$ cat src/rtl/timer_pkg.sv
// Shared definitions for the BCD countdown timer: FSM state encoding,
// digit width constants and the digit clamp applied at load time.
package timer_pkg;

  localparam int         DIGIT_W   = 4;
  localparam logic [3:0] DIGIT_MAX = 4'd9;

  typedef enum logic [1:0] {
    IDLE = 2'd0,
    RUN  = 2'd1,
    DONE = 2'd2
  } state_e;

  // A loaded nibble outside 0..9 is forced to 9.
  function automatic logic [DIGIT_W-1:0] clamp_digit(input logic [DIGIT_W-1:0] d);
    logic [DIGIT_W-1:0] r;
    if (d > DIGIT_MAX) begin
      r = DIGIT_MAX;
    end else begin
      r = d;
    end
    return r;
  endfunction

endpackage

$ cat src/rtl/bcd_dn_digit.sv
// One decade down-counting cell: load (clamped), decrement with 0 -> 9 wrap,
// or hold. The borrow into higher digits is decided by the parent.
module bcd_dn_digit
  import timer_pkg::*;
(
  input  logic               clk,
  input  logic               rst,
  input  logic               dec,
  input  logic               ld,
  input  logic [DIGIT_W-1:0] ld_val,
  output logic [DIGIT_W-1:0] digit,
  output logic               is_zero
);

  logic [DIGIT_W-1:0] digit_q;
  logic [DIGIT_W-1:0] digit_d;

  // Next digit value: load wins over decrement.
  always_comb begin
    digit_d = digit_q;
    if (ld) begin
      digit_d = clamp_digit(ld_val);
    end else if (dec) begin
      if (digit_q == 4'd0) begin
        digit_d = DIGIT_MAX;
      end else begin
        digit_d = digit_q - 4'd1;
      end
    end else begin
      digit_d = digit_q;
    end
  end

  // Digit register with synchronous reset.
  always_ff @(posedge clk) begin
    if (rst) begin
      digit_q <= 4'd0;
    end else begin
      digit_q <= digit_d;
    end
  end

  assign digit   = digit_q;
  assign is_zero = (digit_q == 4'd0);

endmodule

$ cat src/rtl/bcd_down_timer.sv
// Multi-digit BCD countdown timer: load, start, decrement on qualified ticks,
// one-cycle done pulse on expiry. The FSM and borrow chain live here.
module bcd_down_timer
  import timer_pkg::*;
#(
  parameter int DIGITS = 4
) (
  input  logic                      clk,
  input  logic                      rst,
  input  logic                      en,
  input  logic                      load,
  input  logic [DIGIT_W*DIGITS-1:0] load_val,
  input  logic                      start,
  output logic [DIGIT_W*DIGITS-1:0] count,
  output logic                      busy,
  output logic                      done,
  output logic                      zero
);

  localparam logic [DIGIT_W*DIGITS-1:0] ONE_C = {{(DIGIT_W*DIGITS-1){1'b0}}, 1'b1};

  state_e state_q;
  state_e state_d;
  logic   busy_q, busy_d;
  logic   done_q, done_d;

  logic [DIGITS-1:0] dig_zero_s;
  logic [DIGITS-1:0] dec_s;
  logic [DIGITS:0]   lower_zero_s;
  logic              tick_s;
  logic              count_one_s;

  // lower_zero_s[i] is high when every digit below i is zero.
  always_comb begin
    lower_zero_s[0] = 1'b1;
    for (int i = 0; i < DIGITS; i++) begin
      lower_zero_s[i+1] = lower_zero_s[i] & dig_zero_s[i];
    end
  end

  assign zero        = lower_zero_s[DIGITS];
  assign count_one_s = (count == ONE_C);
  // The !zero term keeps the count from ever wrapping past 0 at the top.
  assign tick_s      = (state_q == RUN) & en & ~load & ~zero;

  for (genvar g = 0; g < DIGITS; g++) begin : g_digit
    assign dec_s[g] = tick_s & lower_zero_s[g];

    bcd_dn_digit u_digit (
      .clk     (clk),
      .rst     (rst),
      .dec     (dec_s[g]),
      .ld      (load),
      .ld_val  (load_val[DIGIT_W*g +: DIGIT_W]),
      .digit   (count[DIGIT_W*g +: DIGIT_W]),
      .is_zero (dig_zero_s[g])
    );
  end

  // Next-state and registered-output decode.
  always_comb begin
    state_d = state_q;
    if (load) begin
      state_d = IDLE;
    end else begin
      case (state_q)
        IDLE: begin
          if (start) begin
            state_d = zero ? DONE : RUN;
          end else begin
            state_d = IDLE;
          end
        end
        RUN: begin
          if (en && count_one_s) begin
            state_d = DONE;
          end else if (zero) begin
            state_d = IDLE;
          end else begin
            state_d = RUN;
          end
        end
        DONE:    state_d = IDLE;
        default: state_d = IDLE;
      endcase
    end
    busy_d = (state_d == RUN);
    done_d = (state_d == DONE);
  end

  // State and output registers.
  always_ff @(posedge clk) begin
    if (rst) begin
      state_q <= IDLE;
      busy_q  <= 1'b0;
      done_q  <= 1'b0;
    end else begin
      state_q <= state_d;
      busy_q  <= busy_d;
      done_q  <= done_d;
    end
  end

  assign busy = busy_q;
  assign done = done_q;

endmodule

$ cat config.mk
export PLATFORM = sky130hd
export DESIGN_NAME = bcd_down_timer
export DESIGN_NICKNAME = d
export VERILOG_FILES = /design/src/rtl/timer_pkg.sv /design/src/rtl/bcd_dn_digit.sv /design/src/rtl/bcd_down_timer.sv
export SDC_FILE = /design/constraint.sdc
export NUM_CORES = 1
export LEC_CHECK = 0
export BUFFER_PORTS_ARGS = -buffer_cell sky130_fd_sc_hd__buf_2
export CAP_MARGIN = 15
export CORE_MARGIN = 2
export CORE_UTILIZATION = 53
export DETAILED_ROUTE_END_ITERATION = 8
export GPL_TIMING_DRIVEN = 1
export PLACE_DENSITY = 0.81
export SLEW_MARGIN = 5
export SYNTH_ARGS = -nofsm -noshare
export SYNTH_HDL_FRONTEND = slang
export SYNTH_HIERARCHICAL = 1
export SYNTH_SLANG_ARGS = --single-unit
$ cat constraint.sdc
create_clock -name clk -period 3.9 [get_ports clk]
set_input_delay 0.195 -clock clk [delete_from_list [all_inputs] [get_ports clk]]
set_output_delay 0.195 -clock clk [all_outputs]
set_load 0.01 [all_outputs]
==> results of run 1 <==
-- cell families (layout without fill, tap and decap cells) --
| group | Yosys count | after routing | share of synthesized area, % |
|---|---|---|---|
| simple gates | 56 | 56 | 35.4 |
| buf+inv | 5 | 47 | 2.20 |
| xor+xnor | 8 | 8 | 5.86 |
| flops | 20 | 20 | 33.5 |
| compound gates | 35 | 35 | 23.0 |
-- metal layers --
layer  vias up  GRT usage, %  wire (µm)
met1       543          30.0       1300
met4         0          9.65         38
met2        32          39.5       1270
met5         -             0          0
met3         6          4.68        115
li1        579             -          -
-- per-stage QoR --
| stage | setup slack, ns | utilization (%) | std cells |
|---|---|---|---|
| final | 1.22 | 67.6 | 194 |
| after global routing | 1.00 | 67.6 | 194 |
| after CTS | 1.23 | 67.6 | 194 |
| after detailed placement | 1.26 | 65.2 | 190 |
| after global placement | 1.39 | 65.2 | 190 |
| after floorplan | 1.43 | - | 124 |
-- worst min-delay path: stages --
cell and delay, ns:
buf_2 0.10, or4b_1 0.10, o31ai_1 0.06
-- Yosys cell counts (all sizes together) --
master  instances  area share [%]
a211o           4             2.9
a211oi          4             4.2
a221oi          4             2.9
a22oi           4             2.5
a41oi           4             2.9
and2            2             1.2
and3            1            0.52
and3b           1            0.84
and4            1            0.73
buf             1            0.94
dfxtp          20              34
inv             4             1.3
nand2           5             1.6
nand2b          4             2.1
nand3           1            0.42
nor2           12             3.8
nor3            8             3.8
nor4            8             5.4
nor4b           4             8.0
o21a            2             1.3
o21ai           9             3.8
o31ai           4             2.5
or3b            4             2.9
or4b            5             4.2
xnor2           8             5.9
-- state kept, by name, summed over array words and instances (netlist names) --
signal                 cells
busy                       1
done                       1
g_digit.u_digit/digit     16
state_q                    2
-- power groups by stage --
stage          Combinational [µW]  Clock [µW]  Sequential (µW)
3_3_place_gp                 83.0           0              242
2_1_floorplan                44.3           0              246
4_1_cts                      85.5         177              239
6_report                     85.2         172              240
3_5_place_dp                 85.1           0              244
5_1_grt                      95.6         185              243
-- cell type report --
class                      count  share of cell area [%]
clock buffer                   3                    1.54
clock inverter                 1                    2.05
inverter                       4                    1.02
multi-input combinational     99                    52.4
sequential                    20                    27.3
tap                           28                    2.39
timing repair buffer          39                    13.3
-- worst paths after layout --
kind                            endpoint  slack (ns)  depth (start not counted)
max          g_digit[3].u_digit/digit[2]        1.22                          8
max reg2reg  g_digit[3].u_digit/digit[2]        1.22                          8
min reg2reg                   state_q[1]        0.63                          2
min          g_digit[2].u_digit/digit[2]        0.18                          3
==> flow_results.xml, run 1 <==
<?xml version="1.0" encoding="UTF-8"?>
<metrics>
  <group name="run_status">
    <metric name="status" unit="">finished clean</metric>
  </group>
  <group name="finish">
    <metric name="multiInputGateArea" unit="µm²">768</metric>
    <metric name="antenna_diode_instance_count" unit="">0</metric>
    <metric name="mostFrequentLayoutCell" unit="">buf_2</metric>
    <metric name="fillerInstances" unit="">198</metric>
    <metric name="mostFrequentLayoutCells" unit="">buf_2 (39), dfxtp_1 (20), nor2_1 (12)</metric>
    <metric name="finish.instance_area" unit="µm²">1470</metric>
    <metric name="layout-drive-gt1-share" unit="%">33.1</metric>
    <metric name="seq_area" unit="µm²">400</metric>
    <metric name="layout-area-overhead-vs-synth" unit="%">22.7</metric>
    <metric name="nNetsFinal" unit="">188</metric>
  </group>
  <group name="worst_setup_path">
    <metric name="reg2reg_from" unit="">g_digit[2].u_digit/digit[1]</metric>
    <metric name="worst-setup-path-type" unit="">reg -&gt; reg</metric>
    <metric name="cp_max_fo" unit="">8</metric>
    <metric name="startpoint_type" unit="">register</metric>
    <metric name="cp-end-kind" unit="">register</metric>
    <metric name="arrival" unit="ns">2.86</metric>
    <metric name="cp_slowest_cell" unit="">dfxtp_1</metric>
    <metric name="critPathBufInv" unit="">0</metric>
    <metric name="cp_data_required_time" unit="ns">4.09</metric>
    <metric name="path_delay_family" unit="">simple AND/OR/NAND/NOR gates</metric>
    <metric name="cp-startpoint" unit="">g_digit[2].u_digit/digit[1]</metric>
    <metric name="critPathMaxStageDelay" unit="ns">0.50</metric>
    <metric name="crit_path_cell_trace" unit="">nor4_1, and4_1, nor4_4, and3_1, and2_1, or3b_1, a22oi_1, o31ai_1</metric>
  </group>
  <group name="clock_network">
    <metric name="clock-sinks" unit="">20</metric>
    <metric name="max-clock-path-buffers" unit="">2</metric>
    <metric name="postCtsSetupBuffers" unit="">0</metric>
    <metric name="cts_tree" unit="">built</metric>
    <metric name="cts.root.buffer_cell" unit="">clkbuf_4</metric>
    <metric name="clock_pin_slew_on_the_worst_setup_and_hold_paths" unit="ns">0.13</metric>
    <metric name="cts.hold.buffers_added" unit="">0</metric>
    <metric name="tritoncts_buffer_count" unit="">3</metric>
    <metric name="clk_latency_worst_skew_pair" unit="ns">0.31</metric>
    <metric name="cts_repair_resize_count" unit="">0</metric>
    <metric name="htree_num_levels" unit="">1</metric>
  </group>
  <group name="drt">
    <metric name="drt-total-wl" unit="µm">2730</metric>
    <metric name="drt_iter0_drc" unit="">15</metric>
    <metric name="routedWlPerCell" unit="µm">14.0</metric>
    <metric name="route.vias.total" unit="">1160</metric>
    <metric name="drc" unit="">0</metric>
    <metric name="total_iterations_of_the_first_detailed_routing_run" unit="">4</metric>
    <metric name="detail-route-antenna-nets" unit="">0</metric>
    <metric name="drt_via_density" unit="">5.98</metric>
  </group>
  <group name="synthesis">
    <metric name="synthCells" unit="">124</metric>
    <metric name="synth-seq-cells" unit="">20</metric>
    <metric name="synth.net_count" unit="">145</metric>
    <metric name="post_syn_area" unit="µm²">1190</metric>
    <metric name="sequential_cell_area_fraction_in_the_yosys_report" unit="%">33.5</metric>
    <metric name="yosysUniqueCellTypes" unit="">28</metric>
    <metric name="syn_area_per_cell" unit="µm²">9.64</metric>
    <metric name="ys_warn_count" unit="">6</metric>
  </group>
  <group name="power">
    <metric name="power_density" unit="nW/µm²">339</metric>
    <metric name="worst_vdd_drop" unit="mV">0.347</metric>
    <metric name="clk_network_pwr_share" unit="%">34.7</metric>
    <metric name="static-leakage-power" unit="µW">0.000563</metric>
    <metric name="p_seq_share" unit="%">48.2</metric>
    <metric name="finalPower" unit="µW">498</metric>
    <metric name="switching_power" unit="µW">137</metric>
    <metric name="internal_power" unit="µW">361</metric>
    <metric name="power.combinational.fraction" unit="%">17.1</metric>
    <metric name="power.share.switching" unit="%">27.5</metric>
  </group>
  <group name="sta">
    <metric name="finalCritPeriodShare" unit="%">68.6</metric>
    <metric name="timing.hold.ws" unit="ns">0.181</metric>
    <metric name="report.final.hold_viol_count" unit="">0</metric>
    <metric name="rsz0062_at_grt" unit="">no</metric>
    <metric name="total_count_of_max_transition_violations_in_the_final_report" unit="">0</metric>
    <metric name="setup_tns" unit="ns">0</metric>
    <metric name="maxSlewHeadroom" unit="%">72.4</metric>
    <metric name="fin_crit" unit="ns">2.68</metric>
    <metric name="fmax" unit="MHz">374</metric>
    <metric name="setup_violations" unit="">0</metric>
    <metric name="finalClockSkew" unit="ns">0.0142</metric>
    <metric name="timing_worst_slew_pin_value" unit="ns">0.410</metric>
  </group>
  <group name="place">
    <metric name="gpl.final_weighted_congestion" unit="">0.812</metric>
    <metric name="placement.io_buffers" unit="">39</metric>
    <metric name="place_hpwl" unit="µm">2010</metric>
    <metric name="dpl-instance-area" unit="µm²">1410</metric>
  </group>
  <group name="floorplan">
    <metric name="floorplan.core_area" unit="µm²">2170</metric>
    <metric name="dieArea" unit="µm²">2650</metric>
    <metric name="initial_core_util" unit="%">55.1</metric>
    <metric name="rows" unit="">17</metric>
    <metric name="boundaryPins" unit="">40</metric>
    <metric name="die_w" unit="µm">51.5</metric>
    <metric name="floorplan.die.height" unit="µm">51.5</metric>
  </group>
  <group name="global_routing">
    <metric name="grt_pass1_vias" unit="">1083</metric>
    <metric name="grt_overflow_total" unit="">0</metric>
    <metric name="grt_pass1_wl" unit="µm">4800</metric>
    <metric name="grt_max_degree" unit="">22</metric>
    <metric name="groute.usage.overall" unit="%">23.8</metric>
    <metric name="grt_antenna_before_repair" unit="">0</metric>
  </group>
  <group name="run">
    <metric name="max_cap_violations" unit="">0</metric>
  </group>
  <group name="worst_hold_path">
    <metric name="holdCritStartpoint" unit="">load_val[11]</metric>
    <metric name="hp-class" unit="">in -&gt; reg</metric>
  </group>
</metrics>
Note: power is estimated with default switching activity, not from simulation.
==> run 2, diff against run 1 <==
--- a/config.mk
+++ b/config.mk
@@ -8,10 +8,10 @@
 export BUFFER_PORTS_ARGS = -buffer_cell sky130_fd_sc_hd__buf_2
 export CAP_MARGIN = 15
 export CORE_MARGIN = 2
-export CORE_UTILIZATION = 53
+export CORE_UTILIZATION = 44
 export DETAILED_ROUTE_END_ITERATION = 8
 export GPL_TIMING_DRIVEN = 1
-export PLACE_DENSITY = 0.81
+export PLACE_DENSITY = 0.72
 export SLEW_MARGIN = 5
 export SYNTH_ARGS = -nofsm -noshare
 export SYNTH_HDL_FRONTEND = slang
==> constraint.sdc (replaced) <==
create_clock -name clk -period 2.4 [get_ports clk]
set_input_delay 0.12 -clock clk [delete_from_list [all_inputs] [get_ports clk]]
set_output_delay 0.12 -clock clk [all_outputs]
set_load 0.01 [all_outputs]
==> run 2 against run 1 <==
Sequential power up 62%. Final cell count up 3.1%. Critical path type unchanged. Utilization down 7.1 points. Clock power down 9%. Combinational power up 78%.
==> flow_results.xml, run 2 (synthesis results as in run 1) <==
<?xml version="1.0" encoding="UTF-8"?>
<metrics>
  <group name="floorplan">
    <metric name="rows" unit="">18</metric>
    <metric name="die_w" unit="µm">56.1</metric>
    <metric name="floorplan.die.height" unit="µm">56.1</metric>
    <metric name="boundaryPins" unit="">40</metric>
    <metric name="dieArea" unit="µm²">3150</metric>
    <metric name="initial_core_util" unit="%">47.4</metric>
    <metric name="floorplan.core_area" unit="µm²">2520</metric>
  </group>
  <group name="clock_network">
    <metric name="postCtsSetupBuffers" unit="">0</metric>
    <metric name="htree_num_levels" unit="">1</metric>
    <metric name="cts.root.buffer_cell" unit="">clkbuf_4</metric>
    <metric name="max-clock-path-buffers" unit="">2</metric>
    <metric name="tritoncts_buffer_count" unit="">3</metric>
    <metric name="cts_tree" unit="">built</metric>
    <metric name="clock_pin_slew_on_the_worst_setup_and_hold_paths" unit="ns">0.11</metric>
    <metric name="clk_latency_worst_skew_pair" unit="ns">0.29</metric>
    <metric name="clock-sinks" unit="">20</metric>
  </group>
  <group name="drt">
    <metric name="routed.top_layer" unit="">met4</metric>
    <metric name="drt_via_density" unit="">5.80</metric>
    <metric name="total_iterations_of_the_first_detailed_routing_run" unit="">4</metric>
    <metric name="drt-total-wl" unit="µm">2840</metric>
    <metric name="drt_iter0_drc" unit="">15</metric>
    <metric name="detail_route.wirelength.met1" unit="µm">1200</metric>
    <metric name="met2WireLength" unit="µm">1470</metric>
    <metric name="route.vias.total" unit="">1159</metric>
    <metric name="detail-route-antenna-nets" unit="">0</metric>
    <metric name="drc" unit="">0</metric>
    <metric name="detailroute.wirelength.met3" unit="µm">159</metric>
    <metric name="routedWlPerCell" unit="µm">14.2</metric>
  </group>
  <group name="worst_hold_path">
    <metric name="hp-class" unit="">in -&gt; reg</metric>
  </group>
  <group name="run_status">
    <metric name="status" unit="">finished clean</metric>
  </group>
  <group name="global_routing">
    <metric name="grt_max_degree" unit="">22</metric>
    <metric name="grt_pass1_vias" unit="">1147</metric>
    <metric name="grt_pass1_wl" unit="µm">5150</metric>
    <metric name="grt_overflow_total" unit="">0</metric>
    <metric name="grt_antenna_before_repair" unit="">0</metric>
    <metric name="groute.usage.overall" unit="%">19.9</metric>
  </group>
  <group name="power">
    <metric name="static-leakage-power" unit="µW">0.000582</metric>
    <metric name="worst_vdd_drop" unit="mV">0.296</metric>
    <metric name="power_density" unit="nW/µm²">457</metric>
  </group>
  <group name="sta">
    <metric name="rsz0062_at_grt" unit="">no</metric>
    <metric name="finalClockSkew" unit="ns">0.00162</metric>
    <metric name="timing.hold.ws" unit="ns">0.117</metric>
    <metric name="setup_tns" unit="ns">0</metric>
    <metric name="fin_crit" unit="ns">2.25</metric>
    <metric name="total_count_of_max_transition_violations_in_the_final_report" unit="">0</metric>
    <metric name="maxSlewHeadroom" unit="%">72.4</metric>
    <metric name="timing_worst_slew_pin_value" unit="ns">0.414</metric>
    <metric name="finalCritPeriodShare" unit="%">93.6</metric>
    <metric name="setup_violations" unit="">0</metric>
    <metric name="report.final.hold_viol_count" unit="">0</metric>
    <metric name="fmax" unit="MHz">445</metric>
  </group>
  <group name="worst_setup_path">
    <metric name="cp_data_required_time" unit="ns">2.58</metric>
    <metric name="startpoint_type" unit="">register</metric>
    <metric name="setup.reg_to_reg.worst_slack" unit="ns">0.15</metric>
    <metric name="arrival" unit="ns">2.42</metric>
    <metric name="critPathMaxStageDelay" unit="ns">0.45</metric>
    <metric name="cp-end-kind" unit="">register</metric>
    <metric name="cp_slowest_cell" unit="">dfxtp_2</metric>
    <metric name="cp_max_fo" unit="">8</metric>
    <metric name="crit_path_cell_trace" unit="">nor4_1, and4_2, nor4_4, and3_4, and2_2, or3b_1, a22oi_1, o31ai_1</metric>
    <metric name="worst-setup-path-type" unit="">reg -&gt; reg</metric>
  </group>
  <group name="finish">
    <metric name="mostFrequentLayoutCells" unit="">buf_2 (39), nor2_1 (12), o21ai_0 (9), dfxtp_2 (9), xnor2_1 (8)</metric>
    <metric name="nNetsFinal" unit="">193</metric>
    <metric name="antenna_diode_instance_count" unit="">0</metric>
    <metric name="fillerInstances" unit="">224</metric>
    <metric name="layout-area-overhead-vs-synth" unit="%">27.7</metric>
    <metric name="largest_reg_flops" unit="">16</metric>
    <metric name="layout-drive-gt1-share" unit="%">45.9</metric>
    <metric name="mostFrequentLayoutCell" unit="">buf_2</metric>
    <metric name="multiInputGateArea" unit="µm²">788</metric>
    <metric name="seq_area" unit="µm²">430</metric>
  </group>
  <group name="place">
    <metric name="place_hpwl" unit="µm">2250</metric>
    <metric name="gpl.final_weighted_congestion" unit="">0.805</metric>
    <metric name="placement.io_buffers" unit="">39</metric>
  </group>
  <group name="run">
    <metric name="max_cap_violations" unit="">0</metric>
  </group>
</metrics>
## run 2: changes by cell type in the layout (fill, tap and decap cells not counted), moves of 2 or more
cell     delta
nor4_1      -2
dfxtp_4     +5
buf_4       +5
dfxtp_2     +9
nor4_2      +2
dfxtp_1    -14
## run 2: layer usage
| metal | vias up | track usage [%] |
|---|---|---|
| met5 | - | 0 |
| met2 | 33 | 34.8 |
| met4 | 0 | 5.10 |
| met3 | 2 | 3.02 |
| met1 | 538 | 25.3 |
| li1 | 586 | - |
## run 2: cell type report
cell class	instances	area share (%)
multi-input cells	99	51.6
inverters	4	0.984
clock buffers	3	1.48
well taps	30	2.46
flip-flops and latches	20	28.2
repair buffers	44	15.2
## run 2: critical path, delay by kind of cell (launching register included)
family	cells	cell delay, ns
AND/OR/NAND/NOR	6	1.39
flip-flops	1	0.45
AO/OA/AOI/OAI	2	0.28
## run 2: final timing paths
kind	endpoint	depth (start not counted)	start
max reg2reg	g_digit[3].u_digit/digit[2]	8	g_digit[3].u_digit/digit[0]
min reg2reg	g_digit[1].u_digit/digit[1]	2	g_digit[1].u_digit/digit[1]
min	g_digit[0].u_digit/digit[2]	3	load_val[3]
max	g_digit[3].u_digit/digit[2]	8	g_digit[3].u_digit/digit[0]
## run 2: what timing repair did
| item | 4_1_cts | 5_1_grt |
|---|---|---|
| hold buffers | 0 | 0 |
| gates resized for setup | 0 | 14 |
| endpoints found under the setup margin | 0 | 5 |
## run 2: through the flow
stage | power [µW] | worst slack (ns) | cells | util [%] | cell area, µm²
2_1_floorplan | 475 | 0.0266 | 124 | - | 1210
4_1_cts | 709 | 0.0452 | 200 | 59.2 | 1490
6_report | 697 | 0.155 | 200 | 60.5 | 1530
5_1_grt | 747 | 0.00237 | 200 | 60.5 | 1530
3_3_place_gp | 540 | 0.187 | 197 | 58.3 | 1470
3_5_place_dp | 546 | 0.0567 | 197 | 58.3 | 1470
## run 2: power by group
| group | internal, µW | switching, µW |
|---|---|---|
| clock | 58.3 | 98.7 |
| combinational | 74.4 | 77.7 |
| sequential | 352 | 35.7 |
==> run 3, diff against run 2 <==
--- a/config.mk
+++ b/config.mk
@@ -5,15 +5,15 @@
 export SDC_FILE = /design/constraint.sdc
 export NUM_CORES = 1
 export LEC_CHECK = 0
+export ABC_AREA = 1
 export BUFFER_PORTS_ARGS = -buffer_cell sky130_fd_sc_hd__buf_2
 export CAP_MARGIN = 15
 export CORE_MARGIN = 2
-export CORE_UTILIZATION = 44
+export CORE_UTILIZATION = 46
 export DETAILED_ROUTE_END_ITERATION = 8
 export GPL_TIMING_DRIVEN = 1
-export PLACE_DENSITY = 0.72
+export PLACE_DENSITY = 0.73
 export SLEW_MARGIN = 5
 export SYNTH_ARGS = -nofsm -noshare
 export SYNTH_HDL_FRONTEND = slang
-export SYNTH_HIERARCHICAL = 1
 export SYNTH_SLANG_ARGS = --single-unit
==> run 3 against run 2 <==
Sequential share of layout area down 2.9 points. Utilization down 3.1 points. Global-route usage down 1.2 points. Worst setup slack better by 0.67 ns. Largest power group unchanged. Critical endpoint is now zero. Total power up 20%. Synthesized area up 12%. Wire length up 5.0%. Final cell count up 41%. Highest routed layer unchanged.
==> flow_results.xml, run 3 <==
<?xml version="1.0" encoding="UTF-8"?>
<metrics>
  <group name="synthesis">
    <metric name="synth_top_area_cell" unit="">dfxtp_1</metric>
    <metric name="yosysUniqueCellTypes" unit="">27</metric>
    <metric name="synthCells" unit="">212</metric>
    <metric name="synth.top_cells.by_count" unit="">nand2_1 (45), nor2_1 (44), dfxtp_1 (20)</metric>
    <metric name="edff_count_synth" unit="">0</metric>
    <metric name="synth_top_cell_area_share" unit="%">30.0</metric>
    <metric name="synth.net_count" unit="">233</metric>
    <metric name="synth-seq-cells" unit="">20</metric>
    <metric name="post_syn_area" unit="µm²">1340</metric>
    <metric name="ys.flop_type" unit="">dfxtp_1</metric>
    <metric name="synth_most_common_cell" unit="">nand2_1</metric>
    <metric name="syn_area_per_cell" unit="µm²">6.30</metric>
    <metric name="ys_top_cells_by_area" unit="">dfxtp_1 (30%), nand2_1 (13%), nor2_1 (12%), nand3_1 (6.0%), inv_1 (5.3%)</metric>
    <metric name="ys_warn_count" unit="">0</metric>
    <metric name="synth_async_sr_flop_share" unit="%">0</metric>
    <metric name="sequential_cell_area_fraction_in_the_yosys_report" unit="%">30.0</metric>
  </group>
  <group name="worst_setup_path">
    <metric name="cp_data_required_time" unit="ns">2.28</metric>
    <metric name="cp-end-kind" unit="">primary output</metric>
    <metric name="cp_max_fo" unit="">5</metric>
    <metric name="arrival" unit="ns">1.45</metric>
    <metric name="worst-r2r-cell-count" unit="">9</metric>
    <metric name="worst-setup-path-type" unit="">reg -&gt; out</metric>
    <metric name="startpoint_type" unit="">register</metric>
  </group>
  <group name="global_routing">
    <metric name="grt_max_degree" unit="">36</metric>
    <metric name="grt_antenna_before_repair" unit="">0</metric>
    <metric name="grt_pass1_wl" unit="µm">5030</metric>
    <metric name="grt_overflow_total" unit="">0</metric>
    <metric name="groute.usage.overall" unit="%">18.7</metric>
    <metric name="grt_pass1_vias" unit="">1227</metric>
  </group>
  <group name="power">
    <metric name="worst_vdd_drop" unit="mV">0.343</metric>
    <metric name="power.combinational.fraction" unit="%">29.8</metric>
    <metric name="static-leakage-power" unit="µW">0.000818</metric>
    <metric name="internal_power" unit="µW">549</metric>
    <metric name="p_seq_share" unit="%">45.9</metric>
    <metric name="power_density" unit="nW/µm²">527</metric>
    <metric name="power.share.switching" unit="%">34.3</metric>
    <metric name="finalPower" unit="µW">835</metric>
    <metric name="clk_network_pwr_share" unit="%">24.4</metric>
    <metric name="switching_power" unit="µW">287</metric>
  </group>
  <group name="sta">
    <metric name="timing.hold.ws" unit="ns">0.0521</metric>
    <metric name="timing_worst_slew_pin_value" unit="ns">0.525</metric>
    <metric name="finalCritPeriodShare" unit="%">65.4</metric>
    <metric name="maxSlewHeadroom" unit="%">65.0</metric>
    <metric name="setup_tns" unit="ns">0</metric>
    <metric name="fmax" unit="MHz">637</metric>
    <metric name="report.final.hold_viol_count" unit="">0</metric>
    <metric name="fin_crit" unit="ns">1.57</metric>
    <metric name="setup_violations" unit="">0</metric>
    <metric name="total_count_of_max_transition_violations_in_the_final_report" unit="">0</metric>
    <metric name="finalClockSkew" unit="ns">0.00113</metric>
    <metric name="rsz0062_at_grt" unit="">no</metric>
  </group>
  <group name="place">
    <metric name="placement.io_buffers" unit="">39</metric>
    <metric name="place_hpwl" unit="µm">2270</metric>
    <metric name="gpl.final_weighted_congestion" unit="">0.825</metric>
    <metric name="post-place-cells" unit="">277</metric>
  </group>
  <group name="clock_network">
    <metric name="htree_num_levels" unit="">1</metric>
    <metric name="tritoncts_buffer_count" unit="">3</metric>
    <metric name="cts.root.buffer_cell" unit="">clkbuf_4</metric>
    <metric name="clk_latency_worst_skew_pair" unit="ns">0.31</metric>
    <metric name="postCtsSetupBuffers" unit="">0</metric>
    <metric name="clock-sinks" unit="">20</metric>
    <metric name="clock_pin_slew_on_the_worst_setup_and_hold_paths" unit="ns">0.12</metric>
    <metric name="cts_tree" unit="">built</metric>
    <metric name="cts_repair_resize_count" unit="">0</metric>
    <metric name="max-clock-path-buffers" unit="">2</metric>
    <metric name="cts.hold.buffers_added" unit="">0</metric>
  </group>
  <group name="run">
    <metric name="max_cap_violations" unit="">0</metric>
  </group>
  <group name="drt">
    <metric name="route.vias.total" unit="">1420</metric>
    <metric name="routedWlPerCell" unit="µm">10.6</metric>
    <metric name="detail-route-antenna-nets" unit="">0</metric>
    <metric name="total_iterations_of_the_first_detailed_routing_run" unit="">4</metric>
    <metric name="drt-total-wl" unit="µm">2990</metric>
    <metric name="drt_iter0_drc" unit="">64</metric>
    <metric name="drt_via_density" unit="">5.05</metric>
    <metric name="drc" unit="">0</metric>
  </group>
  <group name="finish">
    <metric name="antenna_diode_instance_count" unit="">0</metric>
    <metric name="layout-drive-gt1-share" unit="%">26.8</metric>
    <metric name="fillerInstances" unit="">278</metric>
    <metric name="mostFrequentLayoutCell" unit="">nand2_1</metric>
    <metric name="final-instance-count-excl-fill" unit="">281</metric>
    <metric name="mostFrequentLayoutCells" unit="">nand2_1 (45), nor2_1 (44), buf_2 (39)</metric>
    <metric name="layout-area-overhead-vs-synth" unit="%">18.7</metric>
    <metric name="nNetsFinal" unit="">272</metric>
    <metric name="largest_reg_flops" unit="">16</metric>
  </group>
  <group name="floorplan">
    <metric name="floorplan.die.height" unit="µm">57.9</metric>
    <metric name="rows" unit="">19</metric>
    <metric name="die_w" unit="µm">57.9</metric>
    <metric name="dieArea" unit="µm²">3350</metric>
    <metric name="initial_core_util" unit="%">48.4</metric>
    <metric name="boundaryPins" unit="">40</metric>
    <metric name="floorplan.core_area" unit="µm²">2760</metric>
  </group>
  <group name="worst_hold_path">
    <metric name="hp-class" unit="">in -&gt; reg</metric>
    <metric name="hold_depth" unit="">2</metric>
  </group>
  <group name="run_status">
    <metric name="status" unit="">finished clean</metric>
  </group>
</metrics>
run 3: cell types whose count changed in the layout (fill, tap and decap cells not counted), sizes merged, moves of 8 or more:
cell / previous run / this run
a21oi: 0 / 12
inv: 4 / 22
nand2: 5 / 53
nand3: 1 / 18
nor2: 12 / 50
nor4: 8 / 0
xnor2: 8 / 0
run 3: area by class of cell:
class                   count  area (µm²)  share of cell area (%)
clock buffers               4        36.3                    2.29
inverters                  23        86.3                    5.45
multi-input cells         163         820                    51.7
flip-flops and latches     20         400                    25.3
well taps                  31        38.8                    2.45
repair buffers             40         203                    12.8
run 3: power groups by stage:
stage	Sequential (µW)	Combinational [µW]	Clock (µW)
after detailed placement	391	248	0
after CTS	383	250	208
after global placement	390	247	0
final	383	249	204
after global routing	388	282	222
after floorplan	399	170	0
run 3: worst paths after layout:
| path | start | endpoint | slack, ns |
|---|---|---|---|
| setup / recovery | g_digit[1].u_digit.digit[0] | zero | 0.83 |
| setup reg to reg | g_digit[1].u_digit.digit[0] | g_digit[2].u_digit.digit[3] | 0.97 |
| hold reg to reg | g_digit[1].u_digit.digit[3] | g_digit[1].u_digit.digit[3] | 0.52 |
| hold / removal | rst | g_digit[0].u_digit.digit[0] | 0.05 |
run 3: per-layer routing:
layer	GRT usage (%)	up-vias	wire, µm
met2	32.1	38	1390
met1	24.0	627	1400
met4	5.98	0	42
met3	2.90	5	155
li1	-	750	-
met5	0	-	0
run 3: through the flow:
stage | worst slack [ns] | utilization (%) | cell area [µm²]
6_report | 0.829 | 57.4 | 1580
5_1_grt | 0.697 | 57.4 | 1580
2_1_floorplan | 1.12 | - | 1340
3_3_place_gp | 0.977 | 56.1 | 1550
3_5_place_dp | 0.976 | 56.1 | 1550
4_1_cts | 0.824 | 57.4 | 1580
run 3: logic make-up after synthesis:
logic type	share of synthesized area, %
AND/OR/NAND/NOR	46.0
AO/OA/AOI/OAI	13.4
buffers and inverters	8.62
flip-flops	30.0
XOR/XNOR	1.97
run 3: worst max-delay path, cell delays in order, from the launching register on:
cell     delay [ns]
dfxtp_1        0.36
nor2_1         0.21
nand2_2        0.11
nor2_4         0.15
nand2_4        0.10
inv_2          0.08
buf_2          0.12
